==> src/rtl/rf_write_arbiter.sv <==
// Arbitrates the register file write port between the main pipeline (A, high priority)
// and a multi-cycle unit (B), with a starvation guard that forces a B grant.
module rf_write_arbiter #(
   parameter int DATA_W   = 32,
   parameter int ADDR_W   = 5,
   parameter int MAX_WAIT = 3,
   parameter int CNT_W    = 16
) (
   input  logic              clk,
   input  logic              rst,
   input  logic              a_valid,
   output logic              a_ready,
   input  logic [ADDR_W-1:0] a_reg,
   input  logic [DATA_W-1:0] a_data,
   input  logic              b_valid,
   output logic              b_ready,
   input  logic [ADDR_W-1:0] b_reg,
   input  logic [DATA_W-1:0] b_data,
   output logic              RegWrite,
   output logic [ADDR_W-1:0] WriteRegister,
   output logic [DATA_W-1:0] WriteData,
   output logic [CNT_W-1:0]  a_grants,
   output logic [CNT_W-1:0]  b_grants
);

   typedef enum logic {NORMAL, FORCE_B} state_t;

   localparam logic [3:0] MaxWait = 4'(MAX_WAIT);

   state_t            state_q, state_d;
   logic [3:0]        waitCnt_q, waitCnt_d;
   logic [3:0]        waitInc;
   logic              regWrite_q, regWrite_d;
   logic [ADDR_W-1:0] writeReg_q, writeReg_d;
   logic [DATA_W-1:0] writeData_q, writeData_d;
   logic [CNT_W-1:0]  aGrants_q, aGrants_d;
   logic [CNT_W-1:0]  bGrants_q, bGrants_d;
   logic              grantA, grantB;

   // Ready depends only on state and valids, never on data or register inputs.
   always_comb begin
      a_ready = (state_q == NORMAL);
      b_ready = (state_q == FORCE_B) || !a_valid;
      grantA  = a_valid && a_ready;
      grantB  = b_valid && b_ready;
      waitInc = waitCnt_q + 4'd1;

      state_d   = state_q;
      waitCnt_d = waitCnt_q;
      if (state_q == FORCE_B) begin
         // Leave the forced slot whether or not B is still there to take it.
         state_d   = NORMAL;
         waitCnt_d = 4'd0;
      end else if (b_valid && !b_ready) begin
         waitCnt_d = waitInc;
         if (waitInc == MaxWait) state_d = FORCE_B;
      end else begin
         waitCnt_d = 4'd0;
      end

      regWrite_d  = 1'b0;
      writeReg_d  = writeReg_q;
      writeData_d = writeData_q;
      aGrants_d   = aGrants_q;
      bGrants_d   = bGrants_q;
      if (grantA) begin
         writeReg_d  = a_reg;
         writeData_d = a_data;
         regWrite_d  = (a_reg != '0);
         if (aGrants_q != '1) aGrants_d = aGrants_q + CNT_W'(1);
      end
      if (grantB) begin
         writeReg_d  = b_reg;
         writeData_d = b_data;
         regWrite_d  = (b_reg != '0);
         if (bGrants_q != '1) bGrants_d = bGrants_q + CNT_W'(1);
      end
   end

   always_ff @(posedge clk) begin
      if (rst) begin
         state_q     <= NORMAL;
         waitCnt_q   <= 4'd0;
         regWrite_q  <= 1'b0;
         writeReg_q  <= '0;
         writeData_q <= '0;
         aGrants_q   <= '0;
         bGrants_q   <= '0;
      end else begin
         state_q     <= state_d;
         waitCnt_q   <= waitCnt_d;
         regWrite_q  <= regWrite_d;
         writeReg_q  <= writeReg_d;
         writeData_q <= writeData_d;
         aGrants_q   <= aGrants_d;
         bGrants_q   <= bGrants_d;
      end
   end

   assign RegWrite      = regWrite_q;
   assign WriteRegister = writeReg_q;
   assign WriteData     = writeData_q;
   assign a_grants      = aGrants_q;
   assign b_grants      = bGrants_q;

endmodule

==> config.mk <==
export PLATFORM = sky130hd
export DESIGN_NAME = rf_write_arbiter
export DESIGN_NICKNAME = d
export VERILOG_FILES = /design/src/rtl/rf_write_arbiter.sv
export SDC_FILE = /design/constraint.sdc
export NUM_CORES = 1
export LEC_CHECK = 0
export BUFFER_PORTS_ARGS = -buffer_cell sky130_fd_sc_hd__buf_4
export CAP_MARGIN = 20
export CORE_MARGIN = 3
export CORE_UTILIZATION = 48
export DETAILED_ROUTE_END_ITERATION = 8
export PLACE_DENSITY = 0.79
export SLEW_MARGIN = 20
export SYNTH_ARGS = -nofsm -noshare
export SYNTH_HDL_FRONTEND = slang
export SYNTH_SLANG_ARGS = --single-unit
==> constraint.sdc <==
create_clock -name clk -period 2 [get_ports clk]
set_input_delay 0.4 -clock clk [delete_from_list [all_inputs] [get_ports clk]]
set_output_delay 0.4 -clock clk [all_outputs]
set_load 0.05 [all_outputs]
==> results.yml <==
routing:
  via_count: 3570
  drt_pass1_iterations: 4
  wl_met1_um: 4080
  drt-initial-drc-count: 99
  viasPerCell: 5.61
  top_layer: "met4"
  wl_um: 9690
  wl_met3_um: 789
  wire_per_inst_um: 15.2
  route.detailed.drc: 0
  drtAntennaViolNets: 0
  wl_met2_um: 4710
global_routing:
  grt-ovfl-total: 0
  grt_max_degree: 77
  grtUsageTotal_pct: 22.1
  grt_antenna_before_repair: 0
  first_global_vias: 3260
  grt_pass1_wl_um: 15400
pwr:
  leakage_nw: 2.19
  ir_drop_mv: 0.399
  pwr_density_cell_nw_per_um2: 697
sta:
  maxSlewHeadroom_pct: 67.8
  fin_crit_sh_pct: 94.7
  hold_ws_ps: 344
  tns_ps: 0
  tightest_slew_ps: 483
  fin_crit_ps: 1890
  hold_viol: 0
  max_freq_mhz: 528
  drv_slew: 0
  skew_ps: 8.84
  setup_violations: 0
  grt_setup_unrepaired: "false"
cts:
  clock_latency_ps: 340
  clkSlewWorstSetupHoldPaths_ps: 80
  numClockSinks: 75
  clockBufferDepth: 2
  ctsHoldBuffers: 0
  cts_resized: 0
  cts_tree: "yes"
  h-tree-depth: 3
  root_buffer: "clkbuf_8"
  cts_buffers: 9
  post_cts_buffers: 0
synth:
  synthArstFlopShare_pct: 0
  ys.flop_type: "dfxtp_1"
  syn-instance-count: 391
  synth_cell_types: 44
  synth_nets: 473
  synth_warnings: 0
  seq_area_frac_synth_pct: 42.1
  syn_area_per_cell_sq_um: 9.11
  ys_ff_latch: 75
  synth_edf_count: 0
  syn-cell-area_sq_um: 3560
critical_path:
  cp-start-kind: "flip-flop"
  max_stage_delay_ps: 320
  critPathArrivalTime_ps: 1490
  reg2reg_from: "a_grants[0]"
  r2r-end: "a_grants[7]"
  path_max_fanout: 11
  path_common_cell: "buf_4"
  crit_required_ps: 1600
  cp_cell_sequence: "nor2b_1 > inv_2 > buf_4 > buf_4"
  cpLargestDelayFamily: "buffers and inverters"
  cp-end-kind: "output pin"
  cp.buffers_inverters: 3
  cp_slowest_cell: "dfxtp_1"
  reg2reg_depth: 6
  path_depth: 4
  path_class: "flip-flop to output pin"
  reg2reg_slack_ps: 230
min_path:
  holdPathStages: 3
  holdPathEnd: "WriteData[3]"
  hp-start: "a_data[3]"
  hp-class: "input port to flip-flop"
placed_design:
  dp_hpwl_um: 7010
  gp_congestion: 0.826
  portBuffers: 149
floorplan:
  rows: 30
  core-area_sq_um: 6980
  fp.dieArea_sq_um: 8490
  ioPinCount: 150
  die_h_um: 92.2
  die_width_um: 92.2
  start_util_pct: 51.0
run_status:
  status: "finished, final reports clean"
final_layout:
  final_nets: 617
  drive_above_1_share_pct: 34.1
  synthToLayoutAreaGrowth_pct: 39.9
  num_antenna_cells: 0
run:
  max_cap_viol_count: 0
## routing by layer
layer | vias to the layer above | GRT usage (%)
li1 | 1765 | -
met1 | 1669 | 26.8
met2 | 123 | 37.3
met3 | 13 | 6.73
met4 | 0 | 7.05
met5 | - | 0
## layout by cell type, fill, tap and decap left out, drive strengths merged, types with 2 or more instances in the layout
cell type	instances
buf	158
dfxtp	75
nor2	46
mux2i	38
a211oi	38
a21oi	24
nand2	13
o21ai	13
or4	13
nand4	13
o31ai	12
or3	12
clkbuf	12
nand3	11
inv	8
nor3	7
nor2b	4
and4	4
and3	4
ha	4
nand2b	3
nor4	3
nor4b	3
clkinv	3
o41ai	2
xor2	2
mux2	2
## worst max-delay path by stage
stage / startpoint / end
2_1_floorplan: b_grants[1] / b_grants[14]
4_1_cts: state_q / b_ready
5_1_grt: state_q / b_ready
3_3_place_gp: a_valid / a_grants[5]
6_report: state_q / b_ready
3_5_place_dp: a_valid / b_grants[9]
## synthesized netlist by cell type, drive strengths merged (2+ instances only)
cell type	n	area (sq um)
or4	13	97.6
xor2	2	17.5
and3	4	25.0
nor3	7	35.0
nand3	11	55.1
o31ai	12	90.1
o21ai	13	65.1
nand2b	3	18.8
clkbuf	10	37.5
o41ai	2	17.5
mux2	2	22.5
a211oi	38	285
nor2	46	173
nand2	13	48.8
and4	4	35.0
nor4	3	33.8
ha	4	50.1
inv	8	30.0
nor4b	3	41.3
nor2b	4	25.0
nand4	13	109
or3	12	75.1
a21oi	24	120
dfxtp	75	1500
mux2i	38	380
buf	15	77.6
## kinds of logic after synthesis
| kind of cell | share of synthesized area (%) |
|---|---|
| and+or+nand+nor | 22.7 |
| AOI/OAI and AO/OA | 17.6 |
| adders and majority gates | 1.40 |
| DFF | 42.1 |
| muxes | 11.3 |
| xor gates and xnor gates | 0.737 |
| buffers and inverters | 4.07 |
## cell type report
cell class                      instances  area, sq um
Fill cell                             549         2000
Multi-Input combinational cell        283         1920
Sequential cell                        75         1500
Timing Repair Buffer                  158         1210
Clock buffer                           12          155
Tap cell                               96          120
Clock inverter                          4         48.8
Inverter                                8         30.0
## where the power goes
| part | switching, mW | internal, mW |
|---|---|---|
| Sequential | 0.0423 | 1.56 |
| Clock | 0.559 | 0.644 |
| Combinational | 0.406 | 0.267 |
## through the flow
stage                     util [%]  instance area [sq um]  power (mW)  std cells  setup WS (ps)
after floorplan                  -                   3570        2.04        391           22.3
after global placement        68.5                   4780        2.30        620            208
after detailed placement      68.5                   4780        2.31        620            161
after CTS                     71.4                   4990        3.49        636           96.2
after global routing          71.4                   4990        3.61        636           48.5
final                         71.4                   4990        3.48        636            106
## worst reg2reg max path, delay by kind of cell, from the launching register on
kind / cells / cell delay, ps
buf+inv: 1 / 160
mux: 1 / 370
flops: 1 / 350
fa+ha+maj: 1 / 240
simple gates: 3 / 550
## flip-flops by register name (all words and copies together) (netlist names)
name,count
a_grants,16
RegWrite,1
WriteRegister,5
state_q,1
WriteData,32
waitCnt_q,4
b_grants,16
No activity file was read; power rests on OpenSTA's default activity.
